## config.mk

```make
export PLATFORM = sky130hd
export DESIGN_NAME = collector_flit_arbiter
export DESIGN_NICKNAME = d
export VERILOG_FILES = /design/src/rtl/noc_flit_pkg.sv /design/src/rtl/rr_priority_pick.sv /design/src/rtl/collector_flit_arbiter.sv
export SDC_FILE = /design/constraint.sdc
export NUM_CORES = 1
export LEC_CHECK = 0
export ABC_AREA = 1
export CAP_MARGIN = 30
export CORE_UTILIZATION = 35
export CTS_CLUSTER_DIAMETER = 80
export DETAILED_ROUTE_END_ITERATION = 16
export GPL_ROUTABILITY_DRIVEN = 0
export PLACE_DENSITY = 0.8
export SLEW_MARGIN = 10
export SYNTH_ARGS = -nofsm -noshare
export SYNTH_HDL_FRONTEND = slang
export SYNTH_SLANG_ARGS = --single-unit
```

## constraint.sdc

```tcl
create_clock -name clk -period 2.7 [get_ports clk]
set_input_delay 0.54 -clock clk [delete_from_list [all_inputs] [get_ports clk]]
set_output_delay 0.54 -clock clk [all_outputs]
set_load 0.02 [all_outputs]
```

## src/rtl/noc_flit_pkg.sv

```systemverilog
// Shared NoC flit definitions: flit width, field offsets and the arbiter FSM
// state type. Collector-side code imports this too, so both ends agree on
// the flit layout.
package noc_flit_pkg;

  // Fixed-width fields of every flit.
  localparam int BYTE_IDX_W = 4;
  localparam int DATA_W     = 8;

  // byte_index value that marks the last (remainder) flit of a packet.
  localparam logic [BYTE_IDX_W-1:0] LAST_BYTE_IDX = 4'd8;

  // Arbiter FSM: free round-robin arbitration, or holding one source.
  typedef enum logic {
    ST_IDLE = 1'b0,
    ST_LOCK = 1'b1
  } fsm_state_t;

  // Flit layout, MSB to LSB:
  //   valid_bit | node_dest | data_byte | packet_id | node_start | byte_index
  function automatic int flit_width(input int node_w, input int pid_w);
    return 1 + 2 * node_w + pid_w + DATA_W + BYTE_IDX_W;
  endfunction

  function automatic int off_byte_index();
    return 0;
  endfunction

  function automatic int off_node_start();
    return BYTE_IDX_W;
  endfunction

  function automatic int off_packet_id(input int node_w);
    return BYTE_IDX_W + node_w;
  endfunction

  function automatic int off_data_byte(input int node_w, input int pid_w);
    return BYTE_IDX_W + node_w + pid_w;
  endfunction

  function automatic int off_node_dest(input int node_w, input int pid_w);
    return off_data_byte(node_w, pid_w) + DATA_W;
  endfunction

  function automatic int off_valid_bit(input int node_w, input int pid_w);
    return off_node_dest(node_w, pid_w) + node_w;
  endfunction

  // Flit width for the default configuration (8 nodes, 5-bit packet id): 24.
  localparam int FLIT_W = flit_width(3, 5);

endpackage

```

## src/rtl/rr_priority_pick.sv

```systemverilog
// Round-robin priority pick: one-hot grant to the first requester found at or
// after ptr, wrapping around. No requester gives an all-zero grant.
module rr_priority_pick #(
  parameter  int N = 4,
  localparam int W = (N > 1) ? $clog2(N) : 1
) (
  input  logic [N-1:0] req,
  input  logic [W-1:0] ptr,
  output logic [N-1:0] grant
);

  // One extra bit so ptr + k can exceed N before the wrap is applied; this
  // keeps the pick correct for non-power-of-two N.
  localparam int SW = W + 1;

  logic [SW-1:0] pos;
  logic          found;

  // Scan N positions starting at ptr and keep only the first hit.
  always_comb begin
    grant = '0;
    found = 1'b0;
    pos   = '0;
    for (int k = 0; k < N; k++) begin
      pos = {1'b0, ptr} + SW'(k);
      if (pos >= SW'(N)) begin
        pos = pos - SW'(N);
      end
      if (!found && req[pos[W-1:0]]) begin
        grant[pos[W-1:0]] = 1'b1;
        found             = 1'b1;
      end
    end
  end

endmodule

```

## src/rtl/collector_flit_arbiter.sv

```systemverilog
// Flit arbiter in front of the packet collector. Picks among REQ_COUNT flit
// sources round-robin, then holds the winner (LOCK) until its packet ends,
// its key changes or it goes quiet for LOCK_TIMEOUT cycles. The output is a
// single register stage; flits with valid_bit = 0 are swallowed.
module collector_flit_arbiter
  import noc_flit_pkg::*;
#(
  parameter  int NODE_COUNT      = 8,
  parameter  int PACKET_ID_WIDTH = 5,
  parameter  int REQ_COUNT       = 4,
  parameter  int LOCK_TIMEOUT    = 16,
  localparam int NODE_W          = $clog2(NODE_COUNT),
  localparam int REQ_W           = $clog2(REQ_COUNT),
  localparam int FLIT_BITS       = flit_width(NODE_W, PACKET_ID_WIDTH)
) (
  input  logic                                clk,
  input  logic                                rst_n,
  input  logic                                ce,
  input  logic [REQ_COUNT-1:0]                req_valid,
  input  logic [REQ_COUNT-1:0][FLIT_BITS-1:0] req_flit,
  output logic [REQ_COUNT-1:0]                req_ready,
  output logic                                out_valid,
  output logic [FLIT_BITS-1:0]                out_flit,
  input  logic                                out_ready,
  output logic                                lock_active,
  output logic [REQ_W-1:0]                    lock_owner
);

  localparam int KEY_W      = NODE_W + PACKET_ID_WIDTH;
  localparam int TO_W       = $clog2(LOCK_TIMEOUT + 1);
  localparam int OFF_BIDX   = off_byte_index();
  localparam int OFF_START  = off_node_start();
  localparam int OFF_PID    = off_packet_id(NODE_W);
  localparam int OFF_VALID  = off_valid_bit(NODE_W, PACKET_ID_WIDTH);

  // Source index after idx, wrapping at REQ_COUNT.
  function automatic logic [REQ_W-1:0] next_src(input logic [REQ_W-1:0] idx);
    if (idx == REQ_W'(REQ_COUNT - 1)) begin
      return '0;
    end else begin
      return idx + 1'b1;
    end
  endfunction

  fsm_state_t           state_reg, state_next;
  logic [REQ_W-1:0]     rr_ptr_reg, rr_ptr_next;
  logic [REQ_W-1:0]     lock_owner_reg, lock_owner_next;
  logic [KEY_W-1:0]     key_reg, key_next;
  logic [TO_W-1:0]      timeout_reg, timeout_next;
  logic                 out_valid_reg;
  logic [FLIT_BITS-1:0] out_flit_reg;

  logic [REQ_COUNT-1:0] pick_grant;
  logic [REQ_COUNT-1:0] grant;
  logic                 out_free;
  logic                 xfer;
  logic [REQ_W-1:0]     xfer_idx;
  logic [FLIT_BITS-1:0] sel_flit;
  logic                 sel_valid_bit;
  logic                 sel_last;
  logic [KEY_W-1:0]     sel_key;
  logic                 owner_valid;
  logic                 timeout_hit;

  rr_priority_pick #(
    .N (REQ_COUNT)
  ) u_pick (
    .req   (req_valid),
    .ptr   (rr_ptr_reg),
    .grant (pick_grant)
  );

  // The output register can take a new flit if it is empty or draining now.
  assign out_free = !out_valid_reg || out_ready;

  // In LOCK only the owner is granted; otherwise the round-robin pick rules.
  generate
    for (genvar gi = 0; gi < REQ_COUNT; gi++) begin : g_grant
      assign grant[gi]     = (state_reg == ST_LOCK) ? (lock_owner_reg == REQ_W'(gi))
                                                    : pick_grant[gi];
      assign req_ready[gi] = ce && grant[gi] && out_free;
    end
  endgenerate

  assign xfer = |(req_valid & req_ready);

  // Encode the one-hot grant into the index of the selected source.
  always_comb begin
    xfer_idx = '0;
    for (int k = 0; k < REQ_COUNT; k++) begin
      if (grant[k]) begin
        xfer_idx = REQ_W'(k);
      end
    end
  end

  assign sel_flit      = req_flit[xfer_idx];
  assign sel_valid_bit = sel_flit[OFF_VALID];
  assign sel_last      = (sel_flit[OFF_BIDX +: BYTE_IDX_W] == LAST_BYTE_IDX);
  assign sel_key       = {sel_flit[OFF_START +: NODE_W], sel_flit[OFF_PID +: PACKET_ID_WIDTH]};
  assign owner_valid   = req_valid[lock_owner_reg];
  assign timeout_hit   = (timeout_reg == TO_W'(LOCK_TIMEOUT - 1));

  // Next-state logic: lock entry/exit, round-robin pointer and idle timeout.
  // Discarded flits (valid_bit = 0) never touch state, key or pointer.
  always_comb begin
    state_next      = state_reg;
    rr_ptr_next     = rr_ptr_reg;
    lock_owner_next = lock_owner_reg;
    key_next        = key_reg;
    timeout_next    = timeout_reg;
    if (ce) begin
      case (state_reg)
        ST_IDLE: begin
          if (xfer && sel_valid_bit) begin
            if (sel_last) begin
              rr_ptr_next = next_src(xfer_idx);
            end else begin
              state_next      = ST_LOCK;
              lock_owner_next = xfer_idx;
              key_next        = sel_key;
              timeout_next    = '0;
            end
          end
        end
        ST_LOCK: begin
          if (xfer) begin
            timeout_next = '0;
            if (sel_valid_bit && (sel_last || (sel_key != key_reg))) begin
              state_next  = ST_IDLE;
              rr_ptr_next = next_src(lock_owner_reg);
            end
          end else if (!owner_valid) begin
            if (timeout_hit) begin
              state_next   = ST_IDLE;
              rr_ptr_next  = next_src(lock_owner_reg);
              timeout_next = '0;
            end else begin
              timeout_next = timeout_reg + 1'b1;
            end
          end
        end
        default: begin
          state_next = ST_IDLE;
        end
      endcase
    end
  end

  // Arbitration state registers.
  always_ff @(posedge clk or negedge rst_n) begin
    if (!rst_n) begin
      state_reg      <= ST_IDLE;
      rr_ptr_reg     <= '0;
      lock_owner_reg <= '0;
      key_reg        <= '0;
      timeout_reg    <= '0;
    end else begin
      state_reg      <= state_next;
      rr_ptr_reg     <= rr_ptr_next;
      lock_owner_reg <= lock_owner_next;
      key_reg        <= key_next;
      timeout_reg    <= timeout_next;
    end
  end

  // Output stage: load forwarded flits, drop out_valid once consumed.
  always_ff @(posedge clk or negedge rst_n) begin
    if (!rst_n) begin
      out_valid_reg <= 1'b0;
      out_flit_reg  <= '0;
    end else if (ce) begin
      if (xfer && sel_valid_bit) begin
        out_valid_reg <= 1'b1;
        out_flit_reg  <= sel_flit;
      end else if (out_ready) begin
        out_valid_reg <= 1'b0;
      end
    end
  end

  assign out_valid   = out_valid_reg;
  assign out_flit    = out_flit_reg;
  assign lock_active = (state_reg == ST_LOCK);
  assign lock_owner  = lock_owner_reg;

endmodule

```

==> results.cfg, run 1 <==
[run_status]
status = complete, but fails checks
failed_checks = negative setup slack

[setup_path]
crit_type = reg2reg
crit_family = simple AND/OR/NAND/NOR gates
crit_path_max_fanout = 4
cp-end-kind = flip-flop
start_kind = flip-flop
slowest_stage = dfrtp_2
rr_worst_depth = 26
worstPathRequired_ns = 2.88
worst-endpoint-arrival_ns = 3.32
crit_cells = 26
path_common_cell = nand2_1
max_stage_delay_ns = 0.48
critical_path_buf_inv_count = 5

[pwr]
power_density_nw_per_um2 = 1722
ir_worst_vdd_uv = 1019
leakage_nw = 2.948
power_mw = 10.89

[clocking]
clk_latency_ns = 0.30
clock-root-buffer = clkbuf_8
cts.sinks = 43
h-tree-depth = 2
clk_pin_slew_ns = 0.09
cts-hold-fix-buffers = 0
clockBufferDepth = 2
numCtsBuffers = 5
cts_tree = done

[timing]
worstMarginPinSlew_ns = 0.5496
fin_crit_ns = 3.132
finalSetupViolCount = 45
relSlewSlack = 0.6336
fin_ws_ns = -0.4324
hold_viol_final = 0
grt_setup_unrepaired = yes
slew_viol_final = 0
setup_tns_ns = -10.17
clock.fmax_mhz = 319.2
clock_skew_ns = 0.01031
finalCritPeriodShare = 1.160

[cells_and_area]
final_common_cell = clkdlybuf4s50_1
drive_gt1_frac = 0.3554
fin_nets = 841
largest_reg_flops = 24
area_growth_pct = 87.05
diodes = 0
final_cell_mix = 126 x clkdlybuf4s50_1, 117 x nand2_1, 69 x buf_4, 44 x nand2_2, 41 x dfrtp_1

[logic_synthesis]
async_flop_share = 1.000
postSynthAreaPerCell_um2 = 6.750
ys_warn_count = 0
synth_top_cell_by_area = dfrtp_1
synth_nets = 617
synth_area_leaders = dfrtp_1 32%, nand2_1 18%, o21ai_0 6.7%, nand3_1 6.5%, nor2_1 5.1%
yosysUniqueCellTypes = 34
ys_ff_latch = 43
seq_area_frac_synth = 0.3182
synth_area_um2 = 3382
yosys.area.top_type_share = 0.3182
synthCells = 501
synth_edf_count = 0
synthFlopType = dfrtp_1

[detailed_routing]
drt-total-wl_mm = 13.80
first_pass_iters = 5
routed-via-count = 4432
routedWlPerCell_um = 16.14
drtIter0Drc = 218
drc = 0
ant_nets = 0
vias_per_cell = 5.184

[grt]
first_global_vias = 4302
grt_max_degree = 44
antenna_found_initial = 0
grt_overflow = 0
grt_pass1_wl_mm = 19.84
track_usage = 0.2475

[floorplanning]
core_area_um2 = 9284
die_area_um2 = 10060
rows = 35
die_h_um = 100.3
die_x_um = 100.3
num_io_pins = 136
start_util = 0.3643

[placement]
hpwlAfterDp_mm = 9.059
portBuffers = 135

[hold_path]
hold_path.class = in2async

[run]
cap_violations = 0
## layer usage
metal | part of all wire | vias to the layer above | track usage
li1 | - | 2086 | -
met2 | 0.54 | 202 | 0.4726
met1 | 0.36 | 2095 | 0.2790
met3 | 0.058 | 49 | 0.03900
met4 | 0.037 | 0 | 0.07804
met5 | 0 | - | 0
## worst register-to-register path: cells and delay by family, from the launching register on
family                   cells  cell delay, ns
flip-flops                   1            0.48
adder cells (fa/ha/maj)      1            0.21
AND/OR/NAND/NOR             20            1.80
buffers and inverters        5            0.51
## layout make-up
| cell class | instances | area, um2 |
|---|---|---|
| fillers | 706 | 2958 |
| multi-input cells | 397 | 2451 |
| repair buffers | 237 | 2341 |
| flip-flops and latches | 43 | 1079 |
| inverters | 40 | 175.2 |
| well taps | 129 | 161.4 |
| clock buffers | 5 | 68.82 |
| clock inverters | 3 | 43.79 |
| repair inverters | 1 | 6.256 |
## where the power goes
group	switching, mW	internal, mW
Combinational	4.95	4.25
Sequential	0.229	0.955
Clock	0.239	0.276
Total	5.42	5.48
## final timing paths
kind	startpoint	endpoint	slack, ns
setup reg to reg	rr_ptr_reg[0]	rr_ptr_reg[1]	-0.43
hold reg to reg	out_flit[15]	out_flit[15]	0.49
max in group asynchronous	rst_n	out_flit[20]	1.97
hold / removal	rst_n	timeout_reg[1]	0.22
setup / recovery	rr_ptr_reg[0]	rr_ptr_reg[1]	-0.43
min in group clk	out_flit[15]	out_flit[15]	0.49
## cells by family (layout without fill, tap and decap cells)
group / count (synthesis) / after routing / synth area share
AO/OA/AOI/OAI: 101 / 101 / 0.1780
XOR/XNOR: 2 / 2 / 0.005180
adder cells (fa/ha/maj): 12 / 12 / 0.04439
buffers and inverters: 61 / 286 / 0.08324
flip-flops: 43 / 43 / 0.3182
AND/OR/NAND/NOR: 282 / 282 / 0.3711
## synthesized netlist by cell type, types with 2 or more instances
| library cell | count |
|---|---|
| a21oi_1 | 13 |
| a21oi_2 | 2 |
| a31oi_1 | 3 |
| buf_2 | 4 |
| buf_4 | 2 |
| buf_6 | 4 |
| clkbuf_1 | 10 |
| dfrtp_1 | 43 |
| ha_1 | 12 |
| inv_1 | 34 |
| inv_2 | 4 |
| nand2_1 | 161 |
| nand2_2 | 13 |
| nand2_4 | 4 |
| nand3_1 | 44 |
| nand3_2 | 4 |
| nor2_1 | 46 |
| nor2_2 | 2 |
| nor2_4 | 3 |
| o211ai_1 | 5 |
| o21ai_0 | 45 |
| o21ai_1 | 4 |
| o21ai_2 | 10 |
| o22ai_1 | 15 |
| or2_2 | 4 |
| xor2_1 | 2 |
## metrics by stage
step,utilization,setup slack (ns),cells,hold WS (ns),area [um2]
floorplan,-,-0.07506,501,0.2444,3452
global placement,0.5791,-0.5444,809,0.4636,5376
detailed placement,0.5791,-0.6611,809,0.4643,5376
CTS,0.6342,-0.1996,846,0.4324,5888
global route,0.6814,-0.5672,855,0.2404,6326
finish,0.6814,-0.4324,855,0.2181,6326
## what timing repair did
| item | CTS | global route |
|---|---|---|
| endpoints found under the hold margin | 0 | 0 |
| setup endpoints to repair | 47 | 46 |
| buffers inserted | 27 | 10 |
| pin swaps | 36 | 41 |
| cloned | 2 | 3 |
| resized for setup | 68 | 103 |
No activity file was read; power rests on OpenSTA's default activity.
==> inputs of run 2 (changes only) <==
- ABC_AREA: 1 -> not set
==> results.cfg, run 2 <==
[logic_synthesis]
async_flop_share = 1.000
ys_warn_count = 0
ys_ff_latch = 43
netlist_top_cells_count = 58 x nand2_1, 43 x dfrtp_1, 29 x a21oi_1, 25 x o21ai_0
synth_area_um2 = 3289
synth_nets = 490
postSynthAreaPerCell_um2 = 8.795
seq_area_frac_synth = 0.3271
synth_area_leaders = dfrtp_1 33%, mux2i_1 6.7%, nand2_1 6.6%, ha_1 4.6%, a21oi_1 4.4%
yosysUniqueCellTypes = 57
synthFlopType = dfrtp_1
synth_top_cell_by_area = dfrtp_1
synth_edf_count = 0
synthCells = 374
yosys.area.top_type_share = 0.3271
synth.most_common_cell = nand2_1

[floorplanning]
rows = 35
core_area_um2 = 9153
die_h_um = 98.95
start_util = 0.3594
die_x_um = 98.95
num_io_pins = 136
die_area_um2 = 9790

[setup_path]
setup.reg_to_reg.worst_slack_ns = -1.28
crit_chain = clkinvlp_4, ha_4, mux4_2, nand4bb_1, o311a_1, a21oi_4, buf_12, buf_6, mux2i_4, a211oi_2, or4_4, o22ai_2, nand4_1, mux2_4
startpoint = rr_ptr_reg[0]
cp-end-kind = flip-flop
rr_worst_depth = 14
slowest_stage = or4_4
rr_startpoint = rr_ptr_reg[0]
worstPathRequired_ns = 2.89
crit_path_max_fanout = 7
crit_family = simple AND/OR/NAND/NOR gates
worst-endpoint-arrival_ns = 4.17
max_stage_delay_ns = 0.61
critical_path_buf_inv_count = 3
reg2reg_to = rr_ptr_reg[0]
crit_type = reg2reg
start_kind = flip-flop

[detailed_routing]
drtIter0Drc = 339
vias_per_cell = 5.904
drt-total-wl_mm = 15.51
routed-via-count = 4292
ant_nets = 0
routedWlPerCell_um = 21.33
drc = 0
first_pass_iters = 5

[placement]
hpwlAfterDp_mm = 9.187
portBuffers = 135

[timing]
setup_tns_ns = -47.66
worstMarginPinSlew_ns = 0.5708
finalCritPeriodShare = 1.473
whs_ns = 0.3015
finalSetupViolCount = 47
slew_viol_final = 0
hold_viol_final = 0
grt_setup_unrepaired = yes
fin_crit_ns = 3.976
relSlewSlack = 0.6195
clock.fmax_mhz = 251.5
clock_skew_ns = 0.005938
fin_ws_ns = -1.276

[pwr]
leakage_nw = 2.795
power_mw = 8.819
ir_worst_vdd_uv = 673.6
power_density_nw_per_um2 = 1380

[grt]
first_global_vias = 4287
track_usage = 0.2755
grt_pass1_wl_mm = 21.45
grt_max_degree = 44
grt_overflow = 0
antenna_found_initial = 0

[clocking]
cts_tree = done
clockBufferDepth = 2
numCtsBuffers = 5
clk_pin_slew_ns = 0.08
clk_latency_ns = 0.30
clock-root-buffer = clkbuf_8
h-tree-depth = 2
cts.sinks = 43

[run_status]
failed_checks = negative setup slack
status = complete, but fails checks

[cells_and_area]
fin_util = 0.6984
diodes = 0
final_cell_mix = 126 x clkdlybuf4s50_1, 88 x buf_4, 41 x dfrtp_1, 40 x nand2_1
final_common_cell = clkdlybuf4s50_1
fin_nets = 731
drive_gt1_frac = 0.3880
area_growth_pct = 94.33
largest_reg_flops = 24
fillers = 607

[run]
cap_violations = 0

[hold_path]
hold_path.class = in2async
==> run 2: cell types whose count changed after synthesis, sizes merged, moves of 9 or more <==
cell and delta:
a211oi +14, nor2 -28, nor3 +9, nand3 -37, o22ai -12, mux2 +15, a21oi +15, nand2 -121
inv -31, and3 +9, mux2i +22, a221oi +9, o21ai -34
==> run 2: final cells by class <==
class / count / area [um2] / area share
inverter: 8 / 33.78 / 0.005285
tap: 111 / 138.9 / 0.02173
clock buffer: 6 / 72.57 / 0.01135
clock inverter: 2 / 12.51 / 0.001957
multi-input combinational: 300 / 2525 / 0.3950
timing repair buffer: 257 / 2531 / 0.3960
sequential: 43 / 1079 / 0.1687
==> run 2: worst reg2reg max path: cells and delay by family, from the launching register on <==
family / cells / cell delay, ns
AOI/OAI and AO/OA: 4 / 0.65
and+or+nand+nor: 3 / 1.06
buffers and inverters: 3 / 0.44
DFF: 1 / 0.44
muxes: 3 / 0.97
adders and majority gates: 1 / 0.31
==> run 2: kinds of logic after synthesis <==
group / Yosys count / synth area share
compound gates: 101 / 0.2062
xor+xnor: 8 / 0.02130
mux: 42 / 0.1571
simple gates: 136 / 0.1963
flops: 43 / 0.3271
buf+inv: 32 / 0.04641
fa+ha+maj: 12 / 0.04564
==> run 2: how the worst max path moves through the flow <==
stage / to / slack [ns] / cells past startpoint
after global placement: rr_ptr_reg[0] / -1.49 / 13
after floorplan: key_reg[2] / -1.21 / 14
after detailed placement: rr_ptr_reg[0] / -1.67 / 12
after global routing: rr_ptr_reg[0] / -1.34 / 14
final: rr_ptr_reg[0] / -1.28 / 14
after CTS: rr_ptr_reg[1] / -1.07 / 13
==> run 2: where the power goes <==
| group | internal (mW) | switching, mW |
|---|---|---|
| logic | 3.72 | 3.50 |
| registers | 0.942 | 0.243 |
| clock network | 0.181 | 0.237 |
==> run 2: metrics by stage <==
| stage | instances | setup slack [ns] | area, um2 |
|---|---|---|---|
| after CTS | 701 | -1.067 | 5914 |
| after global placement | 671 | -1.487 | 5401 |
| after floorplan | 374 | -1.208 | 3565 |
| after global routing | 727 | -1.339 | 6392 |
| after detailed placement | 671 | -1.674 | 5401 |
| final | 727 | -1.276 | 6392 |
==> run 2: per-layer routing <==
metal,track usage,share of wire,vias up
li1,-,-,1862
met1,0.3197,0.36,2033
met2,0.4814,0.50,292
met3,0.05461,0.076,105
met4,0.1412,0.064,0
met5,0,0,-
==> run 2: what timing repair did <==
item	CTS	global route
setup buffers	19	27
cloned	3	4
hold buffers	0	0
setup endpoints to repair	47	47
pin swaps	21	22
gates resized for setup	85	67
==> inputs of run 3 (changes only) <==
- CAP_MARGIN: 30 -> not set
- TNS_END_PERCENT: not set -> 5
==> results.cfg, run 3 (synthesized netlist as in run 2, its figures left out) <==
[run_status]
status = complete, but fails checks
failed_checks = negative setup slack

[setup_path]
crit_family = simple AND/OR/NAND/NOR gates
setup.reg_to_reg.worst_slack_ns = -1.36
crit_type = reg2reg
path_common_cell = buf_6
rr_worst_depth = 19
slowest_stage = dfrtp_2
worstPathRequired_ns = 2.90
reg2reg_to = rr_ptr_reg[1]
rr_startpoint = rr_ptr_reg[0]
worst-endpoint-arrival_ns = 4.26
critical_path_buf_inv_count = 7
max_stage_delay_ns = 0.40
start_kind = flip-flop
crit_path_max_fanout = 4
crit_chain = clkinvlp_4, ha_4, buf_6, mux4_2, nor2_4, nand3_2, buf_6, o211ai_1, buf_4, nand2_4, buf_6, buf_6, buf_4, a221oi_2, xor2_1, nor3_1, nand4_1, nand4_1, mux2_4
cp-end-kind = flip-flop

[hold_path]
hold_path.class = in2async

[grt]
antenna_found_initial = 0
track_usage = 0.2468
first_global_vias = 3970
grt_pass1_wl_mm = 19.01
grt_max_degree = 44
grt_overflow = 0

[cells_and_area]
final_cell_area_um2 = 6003
largest_reg_flops = 24
fillers = 658
fin_util = 0.6559
diodes = 0
area_growth_pct = 82.50
fin_cells = 708
fin_nets = 712
final_cell_mix = 126 x clkdlybuf4s50_1, 88 x buf_4, 55 x nand2_1, 42 x dfrtp_1, 25 x a21oi_1
final_common_cell = clkdlybuf4s50_1
drive_gt1_frac = 0.3233

[timing]
grt_setup_unrepaired = yes
hold_viol_final = 0
clock_skew_ns = 0.008136
setup_tns_ns = -41.10
fin_crit_ns = 4.061
finalCritPeriodShare = 1.504
worstMarginPinSlew_ns = 0.9866
relSlewSlack = 0.3423
whs_ns = 0.3944
slew_viol_final = 0
clock.fmax_mhz = 246.3
finalSetupViolCount = 47
fin_ws_ns = -1.361

[floorplanning]
core_area_um2 = 9153
rows = 35
die_x_um = 98.95
num_io_pins = 136
start_util = 0.3594
die_area_um2 = 9790
die_h_um = 98.95

[detailed_routing]
drc = 0
drt-total-wl_mm = 13.93
ant_nets = 0
routed-via-count = 4053
routedWlPerCell_um = 19.67
vias_per_cell = 5.725
drtIter0Drc = 298
first_pass_iters = 5

[clocking]
clock-root-buffer = clkbuf_8
cts_tree = done
numCtsBuffers = 5
clk_latency_ns = 0.30
h-tree-depth = 2
cts-hold-fix-buffers = 0
clk_pin_slew_ns = 0.09
clockBufferDepth = 2
cts.sinks = 43

[pwr]
leakage_nw = 2.610
power_mw = 8.162
ir_worst_vdd_uv = 811.1
power_density_nw_per_um2 = 1360

[placement]
dp.cells = 669
hpwlAfterDp_mm = 8.795
portBuffers = 135
place_ws_ns = -1.736
placed_cell_area_um2 = 5326

[run]
cap_violations = 0
## run 3: cell count changes in the layout (fill, tap and decap cells not counted), moves of 3 or more
cell	delta
buf_12	-6
buf_6	-8
clkbuf_16	-3
mux2_2	+4
mux2_4	-4
nand2_1	+15
nand2_2	-16
o21ai_0	+13
o21ai_2	-11
## run 3: where the power goes
| group | leakage, nW | internal [mW] | switching (mW) |
|---|---|---|---|
| sequential | 0.530 | 0.940 | 0.213 |
| clock | 0.0505 | 0.233 | 0.239 |
| combinational | 2.03 | 3.26 | 3.28 |
| total | 2.61 | 4.43 | 3.73 |
## run 3: area by class of cell
class                   count  area (um2)  area share
flip-flops and latches     43        1077      0.1794
well taps                 111       138.9     0.02313
clock inverters             1       7.507    0.001251
repair buffers            239        2203      0.3670
clock buffers               7       96.34     0.01605
inverters                   8       33.78    0.005627
multi-input cells         299        2446      0.4075
## run 3: worst reg2reg max path: cells and delay by family, from the launching register on
kind | cells | cell delay, ns
adders and majority gates | 1 | 0.31
xor gates and xnor gates | 1 | 0.15
DFF | 1 | 0.40
and+or+nand+nor | 6 | 1.00
AOI/OAI and AO/OA | 2 | 0.44
buffers and inverters | 7 | 0.96
muxes | 2 | 0.68
## run 3: metal layers
layer | wire length [um] | global-route usage | up-vias
met3 | 969 | 0.03972 | 74
met5 | 0 | 0 | -
li1 | - | - | 1822
met4 | 819 | 0.1309 | 0
met1 | 5052 | 0.2773 | 1925
met2 | 7085 | 0.4476 | 232
## run 3: worst max-delay path by stage
| stage | startpoint | end | slack, ns | cells past startpoint |
|---|---|---|---|---|
| final | rr_ptr_reg[0] | rr_ptr_reg[1] | -1.36 | 19 |
| after global routing | rr_ptr_reg[0] | rr_ptr_reg[1] | -1.45 | 19 |
| after CTS | rr_ptr_reg[0] | rr_ptr_reg[1] | -1.21 | 15 |
| after detailed placement | req_valid[0] | rr_ptr_reg[0] | -1.74 | 13 |
| after global placement | req_valid[0] | rr_ptr_reg[0] | -1.63 | 13 |
| after floorplan | rr_ptr_reg[0] | key_reg[2] | -1.21 | 14 |
## run 3: repair_timing
item / CTS / global route
endpoints found under the hold margin: 0 / 0
gates cloned: 0 / 0
pin swaps: 17 / 32
gates resized for setup: 54 / 48
buffers inserted: 17 / 15
setup endpoints to repair: 47 / 47
